<file path="config.mk">
export PLATFORM = sky130hd
export DESIGN_NAME = hazard_unit
export DESIGN_NICKNAME = d
export VERILOG_FILES = /design/src/rtl/hazard_unit_pkg.sv /design/src/rtl/hazard_unit_perf_counter.sv /design/src/rtl/hazard_unit.sv
export SDC_FILE = /design/constraint.sdc
export NUM_CORES = 1
export LEC_CHECK = 0
export ABC_AREA = 1
export CAP_MARGIN = 20
export CORE_MARGIN = 2
export CORE_UTILIZATION = 30
export DETAILED_ROUTE_END_ITERATION = 10
export PLACE_DENSITY = 0.51
export SETUP_SLACK_MARGIN = 0.15
export SLEW_MARGIN = 20
export SYNTH_ARGS = -nofsm -noshare
export SYNTH_HDL_FRONTEND = slang
export SYNTH_HIERARCHICAL = 1
export SYNTH_SLANG_ARGS = --single-unit
</file>
<file path="constraint.sdc">
create_clock -name clk_i -period 2.3 [get_ports clk_i]
set_input_delay 0.46 -clock clk_i [delete_from_list [all_inputs] [get_ports clk_i]]
set_output_delay 0.46 -clock clk_i [all_outputs]
set_load 0.05 [all_outputs]
</file>
<file path="src/rtl/hazard_unit_pkg.sv">
// Shared pipeline-control types: hazard FSM states, per-register stall/flush
// pairs and the bundle of controls the hazard unit drives each cycle.
package hazard_unit_pkg;

   localparam int FLUSH_CTR_W = 3;

   typedef enum logic [1:0] {
      HZ_RUN         = 2'd0,
      HZ_FLUSH       = 2'd1,
      HZ_FREEZE_PEND = 2'd2
   } hz_state_t;

   typedef struct packed {
      logic stall;
      logic flush;
   } stage_ctrl_t;

   // EX/MEM and MEM/WB are never bubbled, so they carry only a hold bit.
   typedef struct packed {
      logic        pc_stall;
      stage_ctrl_t if_id;
      stage_ctrl_t id_ex;
      logic        ex_mem_stall;
      logic        mem_wb_stall;
      logic        redirect_take;
   } pipe_ctrl_t;

   function automatic pipe_ctrl_t ctrl_idle();
      pipe_ctrl_t c;
      c = '0;
      return c;
   endfunction

   function automatic pipe_ctrl_t ctrl_freeze();
      pipe_ctrl_t c;
      c              = '0;
      c.pc_stall     = 1'b1;
      c.if_id.stall  = 1'b1;
      c.id_ex.stall  = 1'b1;
      c.ex_mem_stall = 1'b1;
      c.mem_wb_stall = 1'b1;
      return c;
   endfunction

   function automatic pipe_ctrl_t ctrl_redirect();
      pipe_ctrl_t c;
      c               = '0;
      c.redirect_take = 1'b1;
      c.if_id.flush   = 1'b1;
      c.id_ex.flush   = 1'b1;
      return c;
   endfunction

   function automatic pipe_ctrl_t ctrl_load_use();
      pipe_ctrl_t c;
      c             = '0;
      c.pc_stall    = 1'b1;
      c.if_id.stall = 1'b1;
      c.id_ex.flush = 1'b1;
      return c;
   endfunction

   function automatic pipe_ctrl_t ctrl_imem_miss();
      pipe_ctrl_t c;
      c             = '0;
      c.pc_stall    = 1'b1;
      c.if_id.flush = 1'b1;
      return c;
   endfunction

endpackage

</file>
<file path="src/rtl/hazard_unit_perf_counter.sv">
// Free-running event counter: counts cycles with en_i high, wraps modulo
// 2^CNT_W, cleared by asynchronous active-high reset.
module perf_counter #(
   parameter int CNT_W = 32
) (
   input  logic             clk_i,
   input  logic             rst_i,
   input  logic             en_i,
   output logic [CNT_W-1:0] cnt_o
);

   logic [CNT_W-1:0] cnt_d;
   logic [CNT_W-1:0] cnt_q;

   always_comb begin
      // NOTE: default first so every path assigns cnt_d; a missing else would infer a latch.
      cnt_d = cnt_q;
      if (en_i) begin
         cnt_d = cnt_q + CNT_W'(1);
      end
   end

   // NOTE: state uses <= so all flops sample pre-edge values regardless of block order.
   always_ff @(posedge clk_i or posedge rst_i) begin
      if (rst_i) begin
         cnt_q <= '0;
      end else begin
         cnt_q <= cnt_d;
      end
   end

   assign cnt_o = cnt_q;

endmodule

</file>
<file path="src/rtl/hazard_unit.sv">
// Pipeline hazard control: merges load-use, EX redirects and memory readiness
// into per-stage stall/flush controls, with deferred redirects and perf counters.
module hazard_unit
   import hazard_unit_pkg::*;
#(
   parameter int FLUSH_CYCLES = 2,
   parameter int CNT_W        = 32
) (
   input  logic             clk_i,
   input  logic             rst_i,
   input  logic             load_use_stall_i,
   input  logic             redirect_i,
   input  logic             imem_ready_i,
   input  logic             dmem_req_i,
   input  logic             dmem_ready_i,
   output logic             pc_stall_o,
   output logic             if_id_stall_o,
   output logic             id_ex_stall_o,
   output logic             ex_mem_stall_o,
   output logic             mem_wb_stall_o,
   output logic             if_id_flush_o,
   output logic             id_ex_flush_o,
   output logic             redirect_take_o,
   output logic [CNT_W-1:0] stall_cnt_o,
   output logic [CNT_W-1:0] flush_cnt_o
);

   localparam logic [FLUSH_CTR_W-1:0] FLUSH_LOAD    = FLUSH_CTR_W'(FLUSH_CYCLES - 1);
   localparam hz_state_t              REDIRECT_NEXT = (FLUSH_CYCLES > 1) ? HZ_FLUSH : HZ_RUN;

   hz_state_t              state_d, state_q;
   logic [FLUSH_CTR_W-1:0] flush_ctr_d, flush_ctr_q;
   logic                   pend_redirect_d, pend_redirect_q;

   logic       mem_freeze;
   pipe_ctrl_t ctrl;
   pipe_ctrl_t ctrl_out;

   assign mem_freeze = dmem_req_i && !dmem_ready_i;

   always_comb begin
      state_d         = state_q;
      flush_ctr_d     = flush_ctr_q;
      pend_redirect_d = pend_redirect_q;
      ctrl            = ctrl_idle();

      unique case (state_q)
         HZ_RUN: begin
            if (mem_freeze) begin
               ctrl = ctrl_freeze();
               if (redirect_i) begin
                  pend_redirect_d = 1'b1;
                  state_d         = HZ_FREEZE_PEND;
               end
            end else if (redirect_i) begin
               // ID holds a wrong-path instruction, so load-use is moot here.
               ctrl        = ctrl_redirect();
               flush_ctr_d = FLUSH_LOAD;
               state_d     = REDIRECT_NEXT;
            end else if (load_use_stall_i) begin
               ctrl = ctrl_load_use();
            end else if (!imem_ready_i) begin
               ctrl = ctrl_imem_miss();
            end
         end

         HZ_FLUSH: begin
            if (mem_freeze) begin
               ctrl = ctrl_freeze();
               if (redirect_i) begin
                  pend_redirect_d = 1'b1;
                  state_d         = HZ_FREEZE_PEND;
               end
            end else if (redirect_i) begin
               ctrl        = ctrl_redirect();
               flush_ctr_d = FLUSH_LOAD;
               state_d     = REDIRECT_NEXT;
            end else begin
               ctrl.if_id.flush = 1'b1;
               if (flush_ctr_q <= FLUSH_CTR_W'(1)) begin
                  flush_ctr_d = '0;
                  state_d     = HZ_RUN;
               end else begin
                  flush_ctr_d = flush_ctr_q - FLUSH_CTR_W'(1);
               end
            end
         end

         HZ_FREEZE_PEND: begin
            // EX is held here, so redirect_i is stale and deliberately not sampled.
            if (mem_freeze) begin
               ctrl = ctrl_freeze();
            end else begin
               pend_redirect_d = 1'b0;
               if (pend_redirect_q) begin
                  ctrl        = ctrl_redirect();
                  flush_ctr_d = FLUSH_LOAD;
                  state_d     = REDIRECT_NEXT;
               end else begin
                  state_d = HZ_RUN;
               end
            end
         end

         default: begin
            state_d         = HZ_RUN;
            flush_ctr_d     = '0;
            pend_redirect_d = 1'b0;
         end
      endcase
   end

   always_ff @(posedge clk_i or posedge rst_i) begin
      if (rst_i) begin
         state_q         <= HZ_RUN;
         flush_ctr_q     <= '0;
         pend_redirect_q <= 1'b0;
      end else begin
         state_q         <= state_d;
         flush_ctr_q     <= flush_ctr_d;
         pend_redirect_q <= pend_redirect_d;
      end
   end

   // Outputs are combinational, so they are forced quiet for the whole reset window.
   assign ctrl_out = rst_i ? ctrl_idle() : ctrl;

   assign pc_stall_o      = ctrl_out.pc_stall;
   assign if_id_stall_o   = ctrl_out.if_id.stall;
   assign id_ex_stall_o   = ctrl_out.id_ex.stall;
   assign ex_mem_stall_o  = ctrl_out.ex_mem_stall;
   assign mem_wb_stall_o  = ctrl_out.mem_wb_stall;
   assign if_id_flush_o   = ctrl_out.if_id.flush;
   assign id_ex_flush_o   = ctrl_out.id_ex.flush;
   assign redirect_take_o = ctrl_out.redirect_take;

   perf_counter #(.CNT_W(CNT_W)) u_stall_cnt (
      .clk_i (clk_i),
      .rst_i (rst_i),
      .en_i  (ctrl_out.pc_stall),
      .cnt_o (stall_cnt_o)
   );

   perf_counter #(.CNT_W(CNT_W)) u_flush_cnt (
      .clk_i (clk_i),
      .rst_i (rst_i),
      .en_i  (ctrl_out.id_ex.flush),
      .cnt_o (flush_cnt_o)
   );

endmodule

</file>
Yosys cells after proc, flatten, opt, wreduce, memory -nomap -nowiden. Cells that the tools add are included.

Register bits: 70. Word-level logic and storage cells: 58. Input bits: 7.

Order comparisons: 1. Reductions and logical operators: 7. Muxes and demuxes: 31. Eq/ne operators: 11. Add/subtract/negate cells: 3.

Operators with widths (number): $add 32x1->32 const B (2); $mux 8 (7); $pmux 8 s3 (1); $mux 3 (7); $mux 2 (7); $ne 2x2->1 const B (5); $pmux 3 s3 (1); $mux 6 (1); $pmux 2 s3 (1); $reduce_and 3->1 (2); $reduce_and 5->1 (1); $mux 1 (4); $mux 4 (1); $ne 2x1->1 const B (2); $ne 4x4->1 const B (1); $le 3x1->1 const B (1); $ne 3x3->1 const B (1); $sub 3x1->3 const B (1); $eq 2x1->1 const B (1); $eq 2x2->1 const B (1); $logic_not 2->1 (1); $pmux 1 s2 (1); $reduce_or 2->1 (1); $logic_and 1x1->1 (1); $logic_not 1->1 (1).

Longest topological paths before layout.
Word-level depth: 6. Gate-level depth with buffers: 15. Mapped depth without buffers: 15.

Modules after synthesis. The synthesis kept the hierarchy.

Modules (own cells, without submodules): perf_counter (area each 1730.4 µm², instances 2, cells an instance 207); hazard_unit (area each 553.0 µm², instances 1, cells an instance 91).

Worst setup path after synthesis. No wires, ideal clock.

Path type: reg-to-reg. Start point: reg state_q[1]. End point: reg u_stall_cnt.cnt_q[26] (netlist: u_stall_cnt/cnt_o[26]). Data arrival time: 2850 ps. Path slack: -670 ps. Buffers on the path: 1. Required time: 2180 ps. Clock period less this slack: 2970 ps. Stages on the path, launching flop included: 14. Cell sequence: dfrtp_1 buf_6 nor2_1 nand2_2 nand2_1 nand2_1 a21oi_1 nand2_1 nor2_4 nand3_2 nor2_4 nand3_1 nand2_1 nand2_1.

Word-level cells in the longest chain between the ends: 3.

RTL lines: start, declared (RTL line hazard_unit.sv:31) `hz_state_t state_d, state_q;`; start signal, assigned (RTL line hazard_unit.sv:119) `state_q <= state_d;`; $eq 2x2->1, or another cell as far along (RTL line hazard_unit.sv:47) `unique case (state_q)`; $pmux 8 s3 (*) (RTL line hazard_unit.sv:47); $mux 8 (*) (RTL line hazard_unit.sv:126) `assign ctrl_out = rst_i ? ctrl_idle() : ctrl;`; named net pc_stall_o (RTL line hazard_unit.sv:16) `output logic pc_stall_o,`; end signal, assigned (RTL line hazard_unit_perf_counter.sv:28) `cnt_q <= cnt_d;`; end, declared (RTL line hazard_unit_perf_counter.sv:13) `logic [CNT_W-1:0] cnt_q;`.

Mark *: on every way through the listed nets, which the timed path passes. The rest lies on a longest branch. A chain may end at the register's enable or synchronous reset.

Final worst setup path.
Start point: reg state_q[0]. End point: out pc_stall_o.

Word-level cells in the longest chain between the ends: 3.

RTL lines (RTL line): $eq 2x2->1, or another cell as far along (hazard_unit.sv:47); $pmux 8 s3 (*) (hazard_unit.sv:47); $mux 8 (*) (hazard_unit.sv:126); end, declared (hazard_unit.sv:16).

Every way passes the cells marked *; elsewhere a longest branch is shown, timed or not.

==> flow_summary.json <==
{
  "outcome": "completed",
  "viasPerCell": 4.48,
  "cts_inserted_buffers": 9,
  "synth_cells": 505,
  "grt_use_total": 0.149,
  "clock-sinks": 70,
  "hold_viol_final": 0,
  "synth.distinct_cells": 27,
  "yosysSeqAreaShare": 0.436,
  "fmax_mhz": 475,
  "die_height_um": 120,
  "slew_headroom": 0.643,
  "hold_class": "reg2reg",
  "drc_errors": 0,
  "nets": 638,
  "setup-violations-final": 0,
  "io_pins": 79,
  "antennaDiodeCount": 0,
  "grt_pass1_wl_mm": 17.2,
  "ys_ff_latch": 70,
  "row_count": 42,
  "finClkSkew_ps": 4.76,
  "critPathArrivalTime_ps": 1640,
  "crit_required_ps": 1840,
  "port_buffers": 78,
  "powerDensity_nw_per_um2": 694,
  "grt-ovfl-total": 0,
  "final_layout_size_suffix_gt1_frac": 0.187,
  "use_met3": 0.0509,
  "fin_crit_sh": 0.915,
  "die-area_um2": 14300,
  "final_cell_area_um2": 5670,
  "die_w_um": 120,
  "top_usage_layer": "met2",
  "wl_mm": 10.0,
  "max-cap-violations": 0,
  "vias": 3596,
  "clockRootBuffer": "clkbuf_16",
  "cts_tree": "yes",
  "vdd_ir_drop_max_v": 0.000359,
  "slew_viol_final": 0,
  "wire_per_inst_um": 12.5,
  "core_area_um2": 13100,
  "syn2layout_area_growth_pct": 41.3,
  "yosys_warnings": 6,
  "tightest_slew_ps": 534,
  "clk_latency_ps": 330,
  "htree_num_levels": 3,
  "syn_nets": 516,
  "synth.avg_cell_area_um2": 7.95,
  "routabilityCongestion": 0.857,
  "finish.utilization": 0.432,
  "start_util": 0.306,
  "placed_cell_area_um2": 5320,
  "grt_pass1_vias": 3581,
  "fill_cells": 1330,
  "drt_iter0_drc": 154,
  "postRouteAntennaNets": 0,
  "cp-end-kind": "primary output",
  "path_max_fanout": 4,
  "synth_area_um2": 4010,
  "antenna_found_initial": 0,
  "critPathLaunchType": "flop",
  "crit_type": "reg2out",
  "cts_buffer_depth": 2,
  "place_hpwl_mm": 7.60,
  "grt_max_degree": 33,
  "leakage_nw": 2.77,
  "min_period_ps": 2100,
  "grt_use_met1": 0.184,
  "clk_pin_slew_ps": 50,
  "met2_usage": 0.249,
  "rsz0062_at_grt": "yes",
  "dr.pass1.iters": 4
}
==> worst paths after layout <==
check | startpoint | to | slack, ps | cells past startpoint
min reg2reg | u_stall_cnt/cnt_o[31] | u_stall_cnt/cnt_o[31] | 500 | 2
max in group asynchronous | rst_i | u_stall_cnt/cnt_o[27] | 1280 | 4
min | u_stall_cnt/cnt_o[31] | u_stall_cnt/cnt_o[31] | 500 | 2
min in group asynchronous | rst_i | state_q[1] | 530 | 3
max reg2reg | state_q[0] | u_flush_cnt/cnt_o[26] | 310 | 13
max | state_q[0] | pc_stall_o | 200 | 8
==> cells by family (layout without fill, tap and decap cells) <==
| family | Yosys count | after routing | share of synthesized area |
|---|---|---|---|
| and+or+nand+nor | 300 | 301 | 0.363 |
| buffers and inverters | 74 | 195 | 0.0733 |
| DFF | 70 | 70 | 0.436 |
| xor gates and xnor gates | 42 | 42 | 0.0916 |
| AOI/OAI and AO/OA | 13 | 13 | 0.0175 |
| adders and majority gates | 4 | 4 | 0.0125 |
| muxes | 2 | 2 | 0.00561 |
==> cell usage after synthesis, drive strengths merged <==
| master | n | share of area |
|---|---|---|
| o21ai | 4 | 0.0050 |
| nand4 | 26 | 0.041 |
| mux2 | 2 | 0.0056 |
| nor3 | 2 | 0.0025 |
| ha | 4 | 0.012 |
| a31oi | 2 | 0.0031 |
| buf | 4 | 0.0078 |
| nand3 | 34 | 0.046 |
| nor2 | 72 | 0.10 |
| inv | 70 | 0.065 |
| nand2 | 159 | 0.16 |
| dfrtp | 70 | 0.44 |
| a21oi | 6 | 0.0075 |
| xnor2 | 14 | 0.031 |
| xor2 | 28 | 0.061 |
| nand3b | 5 | 0.0094 |
| and2 | 2 | 0.0031 |
| o21bai | 1 | 0.0019 |
==> what timing repair did <==
action	in CTS	in global routing
pin swaps	0	5
gates resized for setup	10	20
gates cloned	0	1
setup endpoints to repair	21	12
buffers inserted	1	5
hold buffers	0	0
==> power breakdown <==
group / leakage, nW / total, mW / internal, mW / switching [mW]
clock: 0.113 / 1.16 / 0.698 / 0.466
combinational: 1.74 / 1.27 / 0.500 / 0.773
sequential: 0.920 / 1.50 / 1.35 / 0.147
==> placed cells by master, fill, tap and decap left out, types with 14 or more instances in the layout <==
master	count
xnor2_1	14
inv_1	64
nand4_1	26
nor2_1	49
clkdlybuf4s50_1	63
xor2_1	28
nand3_1	30
nor2_4	15
nand2_2	20
nand2_1	137
dfrtp_1	69
buf_4	34
==> through the flow <==
step,hold slack (ps),setup TNS [ps],power [mW],cells,worst slack [ps]
2_1_floorplan,272,0,2.27,505,105
3_3_place_gp,481,-7370,2.70,785,-229
3_5_place_dp,493,-8480,2.71,785,-280
4_1_cts,505,0,3.92,797,122
5_1_grt,520,0,4.16,803,75.7
6_report,498,0,3.94,803,195
==> layout make-up <==
type	instances	area, um2	share of cell area
sequential	70	1750	0.309
tap	176	220	0.0388
inverter	70	273	0.0481
clock buffer	11	233	0.0410
multi-input combinational	362	2050	0.362
timing repair buffer	114	1140	0.201
==> critical path: stages (launching register included) <==
cell and delay (ps):
dfrtp_1 410, buf_6 140, nor2_4 150, nand2_2 80, nand2_2 60, nand2_2 60, a21oi_4 160, buf_6 140
buf_12 130
==> routing by layer <==
| metal | vias up | wire, um |
|---|---|---|
| li1 | 1821 | - |
| met1 | 1701 | 4430 |
| met2 | 66 | 5020 |
| met3 | 8 | 475 |
| met4 | 0 | 102 |
| met5 | - | 0 |
==> flip-flops by register name, indices dropped and copies added, names as in the netlist <==
register           cells
u_flush_cnt/cnt_o     32
u_stall_cnt/cnt_o     32
flush_ctr_q            3
state_q                2
pend_redirect_q        1
Power figures use the tool's default switching activity.
